--- config.mk ---
export PLATFORM = sky130hd
export DESIGN_NAME = fetch_controller
export DESIGN_NICKNAME = d
export VERILOG_FILES = /design/src/rtl/fetch_pkg.sv /design/src/rtl/pc_register.sv /design/src/rtl/fetch_controller.sv
export SDC_FILE = /design/constraint.sdc
export NUM_CORES = 1
export LEC_CHECK = 0
export CORE_ASPECT_RATIO = 1.2
export CORE_UTILIZATION = 49
export DETAILED_ROUTE_END_ITERATION = 6
export GPL_ROUTABILITY_DRIVEN = 0
export GPL_TIMING_DRIVEN = 0
export PLACE_DENSITY = 0.92
export REMOVE_ABC_BUFFERS = 1
export SLEW_MARGIN = 20
export SYNTH_ARGS = -nofsm -noshare
export SYNTH_HDL_FRONTEND = slang
export SYNTH_HIERARCHICAL = 1
export SYNTH_SLANG_ARGS = --single-unit
--- constraint.sdc ---
create_clock -name clk -period 7.8 [get_ports clk]
set_clock_uncertainty 0.2 [all_clocks]
set_input_delay 1.17 -clock clk [delete_from_list [all_inputs] [get_ports clk]]
set_output_delay 1.17 -clock clk [all_outputs]
set_load 0.02 [all_outputs]
--- src/rtl/fetch_pkg.sv ---
// rtl/fetch_pkg.sv - shared state encoding and constants for instruction fetch
package fetch_pkg;
    typedef enum logic [2:0] {
        ST_BOOT  = 3'd0,
        ST_REQ   = 3'd1,
        ST_WAIT  = 3'd2,
        ST_HOLD  = 3'd3,
        ST_DROP  = 3'd4,
        ST_FAULT = 3'd5
    } fetch_state_e;

    localparam logic [31:0] RESET_VECTOR_DEF = 32'h8000_0000;
    localparam int          INST_BYTES_DEF   = 4;
    localparam logic [1:0]  ALIGN_MASK       = 2'b11;
endpackage

--- src/rtl/pc_register.sv ---
// rtl/pc_register.sv - architectural PC register with reset vector and load enable
module pc_register #(
    parameter int            N            = 32,
    parameter logic [N-1:0]  RESET_VECTOR = '0
) (
    input  logic         clk,
    input  logic         rst_n,
    input  logic         load_i,
    input  logic [N-1:0] d_i,
    output logic [N-1:0] q_o
);
    logic [N-1:0] pc_q;

    always_ff @(posedge clk) begin
        if (!rst_n) begin
            pc_q <= RESET_VECTOR;
        end else if (load_i) begin
            pc_q <= d_i;
        end
    end

    assign q_o = pc_q;
endmodule

--- src/rtl/fetch_controller.sv ---
// rtl/fetch_controller.sv - single-outstanding instruction fetch sequencer with redirect
module fetch_controller
    import fetch_pkg::*;
#(
    parameter int            N            = 32,
    parameter logic [N-1:0]  RESET_VECTOR = N'(RESET_VECTOR_DEF),
    parameter int            INST_BYTES   = INST_BYTES_DEF
) (
    input  logic         clk,
    input  logic         rst_n,
    output logic         imem_req_valid,
    input  logic         imem_req_ready,
    output logic [N-1:0] imem_req_addr,
    input  logic         imem_resp_valid,
    input  logic [31:0]  imem_resp_data,
    input  logic         redirect_valid,
    input  logic [N-1:0] redirect_target,
    output logic         inst_valid,
    input  logic         inst_ready,
    output logic [31:0]  inst_data,
    output logic [N-1:0] inst_pc,
    output logic         fetch_fault
);
    fetch_state_e state_q;
    logic [N-1:0] pc_q;
    logic [N-1:0] pc_d;
    logic         pc_load;
    logic [31:0]  inst_data_q;
    logic [N-1:0] inst_pc_q;
    logic         redir_bad;
    logic         redir_ok;
    logic         resp_take;

    assign redir_bad = redirect_valid && ((redirect_target[1:0] & ALIGN_MASK) != 2'b00);
    assign redir_ok  = redirect_valid && !redir_bad && (state_q != ST_FAULT);
    // A response only lands in the buffer when no redirect competes for the same cycle.
    assign resp_take = (state_q == ST_WAIT) && imem_resp_valid && !redirect_valid;

    always_comb begin
        pc_load = 1'b0;
        pc_d    = pc_q;
        if (redir_ok) begin
            pc_load = 1'b1;
            pc_d    = redirect_target;
        end else if (resp_take) begin
            pc_load = 1'b1;
            pc_d    = pc_q + N'(INST_BYTES);
        end
    end

    pc_register #(
        .N           (N),
        .RESET_VECTOR(RESET_VECTOR)
    ) u_pc (
        .clk   (clk),
        .rst_n (rst_n),
        .load_i(pc_load),
        .d_i   (pc_d),
        .q_o   (pc_q)
    );

    always_ff @(posedge clk) begin
        if (!rst_n) begin
            state_q     <= ST_BOOT;
            inst_data_q <= '0;
            inst_pc_q   <= '0;
        end else if (redir_bad) begin
            state_q <= ST_FAULT;
        end else begin
            case (state_q)
                ST_BOOT: state_q <= ST_REQ;
                ST_REQ: begin
                    if (imem_req_ready) begin
                        state_q <= redirect_valid ? ST_DROP : ST_WAIT;
                    end
                end
                ST_WAIT: begin
                    if (redirect_valid) begin
                        state_q <= imem_resp_valid ? ST_REQ : ST_DROP;
                    end else if (imem_resp_valid) begin
                        state_q     <= ST_HOLD;
                        inst_data_q <= imem_resp_data;
                        inst_pc_q   <= pc_q;
                    end
                end
                ST_HOLD: begin
                    if (redirect_valid || inst_ready) begin
                        state_q <= ST_REQ;
                    end
                end
                ST_DROP: begin
                    if (imem_resp_valid) begin
                        state_q <= ST_REQ;
                    end
                end
                ST_FAULT: state_q <= ST_FAULT;
                default:  state_q <= ST_BOOT;
            endcase
        end
    end

    assign imem_req_valid = (state_q == ST_REQ);
    assign imem_req_addr  = pc_q;
    assign inst_valid     = (state_q == ST_HOLD);
    assign inst_data      = inst_data_q;
    assign inst_pc        = inst_pc_q;
    assign fetch_fault    = (state_q == ST_FAULT);
endmodule
# ---- After elaboration in Yosys (flattened, before gate mapping)
# Index checks and enable logic that the tools add are counted.
dict set report totals {
  reg_bits 99
  ramBits 0
  wordCells 52
  memories 0
  latch_bits 0
  romBits 0
  input_bits 70
}
dict set report op_classes {
  n_addsub 1
  n_reduce_logical 16
  n_div 0
  n_eq_ne 14
  muxes 13
  shift 0
  multipliers 0
  n_lt_le_gt_ge 0
  n_bitwise 3
}
# op count
set ops {}
lappend ops {{two-way mux 32 bit} 2}
lappend ops {{adder 32 x 3 -> 32 bit (second input constant)} 1}
lappend ops {{two-way mux 3 bit} 8}
lappend ops {{case mux 3 bit (6 select lines)} 1}
lappend ops {{AND reduction 4 bit} 3}
lappend ops {{!= test 3 bit (second input constant)} 3}
lappend ops {{equality test 3 x 2 -> 1 bit (second input constant)} 2}
lappend ops {{equality test 3 bit (second input constant)} 2}
lappend ops {{!= test 3 x 1 -> 1 bit (second input constant)} 2}
lappend ops {{logical AND 1 bit} 5}
lappend ops {{!= test 2 x 1 -> 1 bit (second input constant)} 2}
lappend ops {{!= test 4 bit (second input constant)} 1}
lappend ops {{nonzero test 2 bit} 2}
lappend ops {{equality test 3 x 1 -> 1 bit (second input constant)} 1}
lappend ops {{zero test 3 bit} 1}
lappend ops {{inverter 1 bit} 3}
lappend ops {{zero test 1 bit} 2}
lappend ops {{two-way mux 1 bit} 2}
lappend ops {{!= test 2 bit (second input constant)} 1}
lappend ops {{AND reduction 2 bit} 1}
lappend ops {{OR reduction 2 bit} 1}
lappend ops {{logical OR 1 bit} 1}

# ---- Depth between registers and ports, before layout
# Gate-level depths: netlist of the first run.
dict set report logic_depth {
  depth_word 7
  depth_mapped 12
  depth_no_buf 8
}

# ---- Hierarchy
# The synthesis of the first run kept the hierarchy.
# module seq_area_each_um2 area_per_inst_um2 cells_each n_inst
set modules_own_cells {}
lappend modules_own_cells {fetch_controller 1341.3 3488.3 484 1}
lappend modules_own_cells {pc_register 640.6 1241.2 103 1}

# ---- Worst setup path before layout of the first run
# OpenSTA, ideal clock, no wires.
dict set report synth_timing {
  path_kind {input-to-reg}
  start {input port redirect_valid}
  end {register u_pc.pc_q[25], in the netlist u_pc/q_o[25]}
  stages 9
  t_arrival_ns 2.787
  slack_ns 4.697
  n_path_buf 2
  required_ns 7.484
  path_cell_list {buf_6 > nand3b_1 > nor4_1 > buf_2 > nand4_1 > xnor2_1 > mux2_2 > mux2i_1 > nor2b_1}
}
dict set report synth_between {
  elab_cells_between_ends 11
}
# element line_no
set synth_lines {}
lappend synth_lines {{from (decl)} fetch_controller.sv:16} ;# input logic redirect_valid,
lappend synth_lines {{logical AND 1 bit} fetch_controller.sv:34} ;# assign redir_bad = redirect_valid && ((redirect_target[1:0] & ALIGN_MASK) != 2'b00);
lappend synth_lines {{zero test 1 bit} fetch_controller.sv:35} ;# assign redir_ok = redirect_valid && !redir_bad && (state_q != ST_FAULT);
lappend synth_lines {{logical AND 1 bit * (2 in a row)} fetch_controller.sv:35}
lappend synth_lines {{two-way mux 32 bit *} fetch_controller.sv:42} ;# if (redir_ok) begin
lappend synth_lines {{via pc_d[25]} fetch_controller.sv:26} ;# logic [N-1:0] pc_d;
lappend synth_lines {{to (signal assigned)} pc_register.sv:18} ;# pc_q <= d_i;
lappend synth_lines {{to (decl)} pc_register.sv:12} ;# logic [N-1:0] pc_q;
# The timed path passes the listed nets; every way through them passes the cells marked *.
# A chain may end at the register's enable or synchronous reset.

# ---- Worst setup path after layout of the first run
dict set report layout_timing {
  start {input port redirect_valid}
  end {register u_pc.pc_q[29], in the netlist u_pc/q_o[29]}
}
# The elaborated chain is that of the path after synthesis.

==> impl_metrics.json, run 1 <==
{
  "num_vias": 4579,
  "syn-instance-count": 587,
  "path_max_fanout": 9,
  "fill_cells": 670,
  "dieArea_mm2": 0.0101,
  "final_layout_size_suffix_gt1_share_pct": 5.28,
  "timing.rr.end": "u_pc/q_o[31]$_SDFFE_PN1P_",
  "p_total_mw": 1.09,
  "r2r_slack_ns": 4.64,
  "ys_seq_elements": 99,
  "final_cell_mix": "clkdlybuf4s50_1 (167), nand2_1 (144), dfxtp_1 (99)",
  "drc": 0,
  "grt_usage_pct": 25.8,
  "hold_viol_final": 0,
  "nets": 805,
  "hold_buffers": 0,
  "status": "completed",
  "holdCritStartpoint": "inst_data[22]$_SDFFE_PN0P_",
  "ir_worst_vdd_mv": 0.113,
  "dp_hpwl_mm": 9.20,
  "synthTopCellsByArea": "dfxtp_1 (42%), nand2_1 (12%), a21oi_1 (7.6%)",
  "power-per-cell-area_mw_per_mm2": 162,
  "synth-edff-count": 0,
  "clock-sinks": 99,
  "period_needed_ns": 3.85,
  "yosys.area.top_type_share_pct": 41.9,
  "max_freq_ghz": 0.260,
  "ys.flop_type": "dfxtp_1",
  "tritoncts": "done",
  "yosys.area.top_type": "dfxtp_1",
  "rows": 38,
  "crit_path_start_kind": "primary input",
  "worstHoldPathType": "register to register",
  "crit_type": "primary input to register",
  "rsz0062_at_grt": "false",
  "n_antenna_cell": 0,
  "reg2reg_depth": 6,
  "crit_arrival_ns": 3.96,
  "cts_max_path_buffers": 2,
  "tightest_slew_ns": 0.805,
  "die_w_um": 91.7,
  "grt_max_degree": 69,
  "dieHeight_um": 110,
  "cp_slowest_stage_delay_ns": 0.57,
  "io_pins": 169,
  "endpoint": "u_pc/q_o[29]$_SDFFE_PN0P_",
  "post_drt_via_cell_ratio": 5.33,
  "area_growth_pct": 42.7,
  "grt_overflow": 0,
  "ys_seq_area_share_pct": 41.9,
  "worstSetupStartpoint": "redirect_valid",
  "clk_pin_slew_ns": 0.10,
  "netlist_area_mm2": 0.00473,
  "synth.distinct_cells": 43,
  "antenna_found_initial": 0,
  "grt_first_pass_wirelength_mm": 20.6,
  "clock_latency_ns": 0.37,
  "max_slew_margin_pct": 46.4,
  "drt-initial-drc-count": 142,
  "r2r-start": "state_q[1]$_SDFFE_PP0P_",
  "first_pass_iters": 4,
  "crit_chain": "clkdlybuf4s50_1, nand3b_1, nor4_2, buf_2, nand2_1, or3_1, a31oi_1, mux2i_1, nor2b_1",
  "final_common_cell": "clkdlybuf4s50_1",
  "ys_warn_count": 6,
  "crit_path_top_delay_cell": "clkdlybuf4s50_1",
  "cp.required_ns": 7.91,
  "wire_per_inst_um": 15.1,
  "finalCritPeriodShare_pct": 49.3,
  "async_reset_ff_share_pct": 0,
  "numCtsBuffers": 9,
  "cts_setup_buffers": 0,
  "drt_wl_total_mm": 13.0,
  "slew_violations": 0,
  "start_util_pct": 51.3,
  "core_mm2": 0.00922,
  "post_cts_resize_count": 0,
  "p_leak_nw": 2.25,
  "end_kind": "register",
  "setup-tns-final_ns": 0,
  "final_antenna_net_count": 0,
  "maxCapViolCount": 0,
  "setup_viol": 0,
  "cts_htree_levels": 3,
  "syn_avg_cell_area_um2": 8.06,
  "port_buffers": 168,
  "grt_pass1_vias": 4344,
  "hold_depth": 2,
  "cts_root_buf": "clkbuf_8"
}
stage by stage:
| stage | util [%] | setup WS [ns] | std cells | hold WS (ns) | cell area [µm²] |
|---|---|---|---|---|---|
| detailed placement | 69.9 | 3.62 | 843 | 0.247 | 6450 |
| global route | 73.2 | 3.67 | 859 | 0.273 | 6750 |
| finish | 73.2 | 3.95 | 859 | 0.256 | 6750 |
| floorplan | - | 2.10 | 545 | 0.329 | 4470 |
| CTS | 73.2 | 3.94 | 859 | 0.261 | 6750 |
| global placement | 68.3 | -0.606 | 833 | 0.240 | 6300 |
logic make-up (layout without fill, tap and decap cells):
| family | Yosys count | in the layout | synth area share [%] |
|---|---|---|---|
| AO/OA/AOI/OAI | 107 | 107 | 13.0 |
| XOR/XNOR | 26 | 26 | 4.81 |
| adder cells (fa/ha/maj) | 1 | 1 | 0.265 |
| buffers and inverters | 48 | 200 | 6.01 |
| flip-flops | 99 | 99 | 41.9 |
| multiplexers | 34 | 34 | 7.25 |
| AND/OR/NAND/NOR | 272 | 272 | 26.8 |
synthesized netlist by cell type, types with 11 or more instances:
library cell and number:
a21boi_0 17, a21oi_1 72, clkbuf_1 26, dfxtp_1 99, mux2i_1 32, nand2_1 145, nand3_1 13, nand4_1 13
nor2_1 38, nor2b_1 31, xnor2_1 11, xor2_1 15
where the power goes:
part           switching, mW  internal, mW  total (mW)
clock                  0.182         0.288       0.469
combinational         0.0460        0.0603       0.106
sequential           0.00837         0.510       0.518
total                  0.236         0.858        1.09
sequential cells by signal, indices dropped and copies added, names as in the netlist:
name and flops:
inst_data 32, inst_pc 32, state_q 3, u_pc/q_o 32
how the worst min path moves through the flow:
stage	end	slack (ns)
finish	inst_data[22]$_SDFFE_PN0P_	0.26
global route	inst_pc[31]$_SDFFE_PN0P_	0.27
CTS	inst_data[22]$_SDFFE_PN0P_	0.26
detailed placement	inst_data[23]$_SDFFE_PN0P_	0.25
global placement	inst_data[31]$_SDFFE_PN0P_	0.24
floorplan	state_q[1]$_SDFFE_PP0P_	0.33
critical path: cells and delay by family:
kind	cells	cell delay [ns]
muxes	1	0.11
AOI/OAI and AO/OA	1	0.19
buffers and inverters	2	0.88
and+or+nand+nor	5	1.59
cell type report:
class	count	area (µm²)	area share [%]
clock buffers	10	138	2.04
clock inverters	6	159	2.35
inverters	6	22.5	0.334
multi-input cells	440	2490	36.9
flip-flops and latches	99	1980	29.4
well taps	120	150	2.23
repair buffers	178	1810	26.8
metal layers:
metal / share of wire [%] / up-vias / global-route usage [%]
met1: 41 / 2114 / 29.0
met4: 3.0 / 0 / 14.3
met5: 0 / - / 0
li1: - / 2264 / -
met2: 51 / 171 / 46.8
met3: 5.2 / 30 / 3.80
No activity file was read; power rests on OpenSTA's default activity.
==> inputs of run 2 (changes only) <==
--- a/config.mk
+++ b/config.mk
@@ -6,11 +6,11 @@
 export NUM_CORES = 1
 export LEC_CHECK = 0
 export CORE_ASPECT_RATIO = 1.2
-export CORE_UTILIZATION = 49
+export CORE_UTILIZATION = 45
 export DETAILED_ROUTE_END_ITERATION = 6
 export GPL_ROUTABILITY_DRIVEN = 0
 export GPL_TIMING_DRIVEN = 0
-export PLACE_DENSITY = 0.92
+export PLACE_DENSITY = 0.86
 export REMOVE_ABC_BUFFERS = 1
 export SLEW_MARGIN = 20
 export SYNTH_ARGS = -nofsm -noshare
==> constraint.sdc (replaced) <==
create_clock -name clk -period 3.8 [get_ports clk]
set_clock_uncertainty 0.2 [all_clocks]
set_input_delay 0.57 -clock clk [delete_from_list [all_inputs] [get_ports clk]]
set_output_delay 0.57 -clock clk [all_outputs]
set_load 0.02 [all_outputs]
==> impl_metrics.json, run 2 (synthesis results as in run 1) <==
{
  "cts_max_path_buffers": 2,
  "multi_input_area_mm2": 0.00249,
  "holdCritStartpoint": "inst_pc[13]$_SDFFE_PN0P_",
  "io_pins": 169,
  "hold_buffers": 0,
  "wire_per_inst_um": 15.0,
  "end_kind": "register",
  "area_growth_pct": 44.1,
  "numCtsBuffers": 9,
  "period_needed_ns": 3.32,
  "hold_viol_final": 0,
  "final_common_cell": "clkdlybuf4s50_1",
  "max_freq_ghz": 0.301,
  "antenna_found_initial": 0,
  "grt_pass1_vias": 4209,
  "grt_usage_pct": 23.6,
  "post_drt_via_cell_ratio": 5.23,
  "nets": 806,
  "cts_setup_buffers": 0,
  "die_w_um": 95.6,
  "utilization_pct": 67.4,
  "dp_hpwl_mm": 9.38,
  "clk_pin_slew_ns": 0.06,
  "cts_root_buf": "clkbuf_16",
  "fill_cells": 836,
  "p_clk_share_pct": 43.3,
  "num_vias": 4533,
  "p_int_mw": 1.77,
  "final_layout_size_suffix_gt1_share_pct": 5.41,
  "n_antenna_cell": 0,
  "r2r-start": "state_q[1]$_SDFFE_PP0P_",
  "tightest_slew_ns": 0.764,
  "ir_worst_vdd_mv": 0.278,
  "clock_latency_ns": 0.34,
  "setup_viol": 0,
  "p_total_mw": 2.27,
  "hold_slack_ns": 0.251,
  "finalCritPeriodShare_pct": 87.4,
  "core_mm2": 0.0101,
  "grt_first_pass_wirelength_mm": 20.1,
  "crit_arrival_ns": 3.40,
  "combPwrFrac_pct": 9.8,
  "worstHoldPathType": "register to register",
  "tritoncts": "done",
  "switching_share_pct": 22.1,
  "seq_area_mm2": 0.00198,
  "drc": 0,
  "cp.required_ns": 3.88,
  "path_max_fanout": 9,
  "final_antenna_net_count": 0,
  "seq_power_share_pct": 46.9,
  "cts_htree_levels": 3,
  "port_buffers": 168,
  "start_util_pct": 46.8,
  "maxCapViolCount": 0,
  "final_cell_mix": "clkdlybuf4s50_1 (167), nand2_1 (144), dfxtp_1 (99)",
  "status": "completed",
  "grt_overflow": 0,
  "rows": 40,
  "p_leak_nw": 2.27,
  "rsz0062_at_grt": "false",
  "dieArea_mm2": 0.0109,
  "slew_violations": 0,
  "crit_type": "primary input to register",
  "drt-initial-drc-count": 200,
  "worstSetupStartpoint": "redirect_valid",
  "power-per-cell-area_mw_per_mm2": 333,
  "post_cts_resize_count": 0,
  "first_pass_iters": 4,
  "grt_max_degree": 69,
  "dieHeight_um": 114,
  "crit_path_start_kind": "primary input",
  "drt_wl_total_mm": 13.0,
  "clock-sinks": 99,
  "switching_power_uw": 501,
  "max_slew_margin_pct": 49.1
}
## run 2: critical path, stage by stage
cell and delay (ns):
clkdlybuf4s50_1 0.57, nand3b_1 0.40, nor4_2 0.61, buf_2 0.34, nand2_1 0.14, or3_1 0.37
a31oi_1 0.18, mux2i_1 0.10, nor2b_1 0.11
## run 2: worst paths after layout
| kind | end | slack, ns | depth (start not counted) |
|---|---|---|---|
| max | u_pc/q_o[29]$_SDFFE_PN0P_ | 0.48 | 9 |
| min reg2reg | inst_pc[13]$_SDFFE_PN0P_ | 0.25 | 2 |
| min | inst_pc[13]$_SDFFE_PN0P_ | 0.25 | 2 |
| max reg2reg | u_pc/q_o[0]$_SDFFE_PN0P_ | 0.65 | 6 |
## run 2: power groups by stage
| stage | Combinational (mW) | Sequential, mW | Clock (mW) |
|---|---|---|---|
| detailed placement | 0.221 | 1.09 | 0 |
| global route | 0.238 | 1.06 | 1.04 |
| global placement | 0.206 | 1.09 | 0 |
| floorplan | 0.0846 | 1.09 | 0 |
| finish | 0.223 | 1.06 | 0.982 |
| CTS | 0.223 | 1.06 | 1.00 |
## run 2: area by class of cell
| type | count | area share [%] |
|---|---|---|
| well taps | 126 | 2.31 |
| inverters | 6 | 0.330 |
| clock inverters | 6 | 1.30 |
| repair buffers | 179 | 26.9 |
| flip-flops and latches | 99 | 29.1 |
| multi-input cells | 440 | 36.6 |
| clock buffers | 10 | 3.51 |
## run 2: per-stage QoR
step | TNS [ns] | cells | cell area, µm² | worst slack, ns
6_report | 0 | 866 | 6820 | 0.480
5_1_grt | 0 | 866 | 6820 | 0.206
4_1_cts | 0 | 866 | 6820 | 0.463
3_5_place_dp | 0 | 850 | 6490 | 0.122
3_3_place_gp | -282.34 | 839 | 6310 | -3.97
2_1_floorplan | -76.56 | 545 | 4470 | -1.56
## run 2: metal layers
metal  global-route usage, %  part of all wire (%)  up-vias
met4                    6.47                   1.6        0
met5                       0                     0        -
li1                        -                     -     2260
met3                    5.64                   7.4       19
met1                    26.3                    40     2119
met2                    43.7                    51      135
==> inputs of run 3 (changes only) <==
--- a/config.mk
+++ b/config.mk
@@ -11,9 +11,11 @@
 export GPL_ROUTABILITY_DRIVEN = 0
 export GPL_TIMING_DRIVEN = 0
 export PLACE_DENSITY = 0.86
+export RECOVER_POWER = 50
 export REMOVE_ABC_BUFFERS = 1
 export SLEW_MARGIN = 20
 export SYNTH_ARGS = -nofsm -noshare
 export SYNTH_HDL_FRONTEND = slang
 export SYNTH_HIERARCHICAL = 1
 export SYNTH_SLANG_ARGS = --single-unit
+export TNS_END_PERCENT = 100
==> impl_metrics.json, run 3 (synthesis results as in run 1) <==
{
  "status": "completed",
  "first_pass_iters": 6,
  "area_growth_pct": 44.1,
  "rsz0062_at_grt": "false",
  "fin_cells": 866,
  "post_drt_via_cell_ratio": 5.24,
  "maxCapViolCount": 0,
  "p_clk_share_pct": 43.3,
  "p_int_mw": 1.77,
  "clk_pin_slew_ns": 0.06,
  "end_kind": "register",
  "tritoncts": "done",
  "cts_htree_levels": 3,
  "io_pins": 169,
  "grt_first_pass_wirelength_mm": 20.1,
  "n_antenna_cell": 0,
  "drt-initial-drc-count": 185,
  "switching_share_pct": 22.1,
  "crit_path_start_kind": "primary input",
  "cts_setup_buffers": 0,
  "clock_latency_ns": 0.34,
  "combPwrFrac_pct": 9.7,
  "drc": 0,
  "num_vias": 4541,
  "period_needed_ns": 3.31,
  "nets": 806,
  "dp_hpwl_mm": 9.38,
  "grt_max_degree": 69,
  "grt_overflow": 0,
  "worstHoldPathType": "register to register",
  "drt_wl_total_mm": 13.0,
  "port_buffers": 168,
  "place_inst": 850,
  "cp.required_ns": 3.88,
  "hold_slack_ns": 0.248,
  "dp_slack_ns": 0.122,
  "max_freq_ghz": 0.302,
  "core_mm2": 0.0101,
  "antenna_found_initial": 0,
  "cts_root_buf": "clkbuf_16",
  "hold_buffers": 0,
  "die_w_um": 95.6,
  "final_antenna_net_count": 0,
  "p_leak_nw": 2.61,
  "dieHeight_um": 114,
  "seq_power_share_pct": 46.9,
  "final_cell_mix": "nand2_1 (144), dfxtp_1 (99), dlygate4sd3_1 (97)",
  "post_cts_resize_count": 0,
  "clock-sinks": 99,
  "crit_arrival_ns": 3.39,
  "path_max_fanout": 9,
  "numCtsBuffers": 9,
  "setup_viol": 0,
  "dieArea_mm2": 0.0109,
  "fin_ws_ns": 0.487,
  "final_common_cell": "nand2_1",
  "power-per-cell-area_mw_per_mm2": 332,
  "tightest_slew_ns": 0.776,
  "crit_type": "primary input to register",
  "rows": 40,
  "slew_violations": 0,
  "grt_usage_pct": 23.6,
  "finalCritPeriodShare_pct": 87.2,
  "max_slew_margin_pct": 48.3,
  "grt_pass1_vias": 4209,
  "wire_per_inst_um": 15.0,
  "switching_power_uw": 500,
  "start_util_pct": 46.8,
  "cts_max_path_buffers": 2,
  "hold_viol_final": 0,
  "final_layout_size_suffix_gt1_share_pct": 5.41,
  "ir_worst_vdd_mv": 0.278
}
run 3: worst paths after layout:
path,start,slack [ns],end,cells past startpoint
worst max register to register,state_q[1]$_SDFFE_PP0P_,0.67,u_pc/q_o[12]$_SDFFE_PN0P_,6
worst min register to register,inst_pc[13]$_SDFFE_PN0P_,0.25,inst_pc[13]$_SDFFE_PN0P_,2
worst max-delay path,redirect_valid,0.49,u_pc/q_o[29]$_SDFFE_PN0P_,9
worst min-delay path,inst_pc[13]$_SDFFE_PN0P_,0.25,inst_pc[13]$_SDFFE_PN0P_,2
run 3: power by group through the flow:
stage | logic (mW) | clock network, mW | registers, mW
after global routing | 0.236 | 1.04 | 1.06
final | 0.221 | 0.982 | 1.06
after CTS | 0.223 | 1.00 | 1.06
after detailed placement | 0.221 | 0 | 1.09
after floorplan | 0.0846 | 0 | 1.09
after global placement | 0.206 | 0 | 1.09
run 3: area by class of cell:
class,instances,area [µm²]
Inverter,6,22.5
Fill cell,836,3290
Sequential cell,99,1980
Multi-Input combinational cell,440,2490
Clock buffer,10,239
Clock inverter,6,88.8
Tap cell,126,158
Timing Repair Buffer,179,1830
run 3: critical path, stage by stage:
cell and delay [ns]:
clkdlybuf4s50_1 0.57, nand3b_1 0.40, nor4_2 0.61, buf_2 0.34, nand2_1 0.13, or3_1 0.37
a31oi_1 0.18, mux2i_1 0.10, nor2b_1 0.11
run 3: layer usage:
layer / up-vias / global-route usage (%) / part of all wire, %
met2: 135 / 43.7 / 51
met1: 2128 / 26.3 / 41
met5: - / 0 / 0
met4: 0 / 6.47 / 1.6
li1: 2261 / - / -
met3: 17 / 5.64 / 6.8
run 3: stage by stage:
stage                     cell area [µm²]  power, mW  util (%)  setup TNS [ns]
after floorplan                      4470       1.18         -          -76.56
after global placement               6310       1.29      62.4         -282.34
after detailed placement             6490       1.31      64.2               0
after CTS                            6820       2.29      67.4               0
after global routing                 6820       2.34      67.4               0
final                                6820       2.27      67.4               0
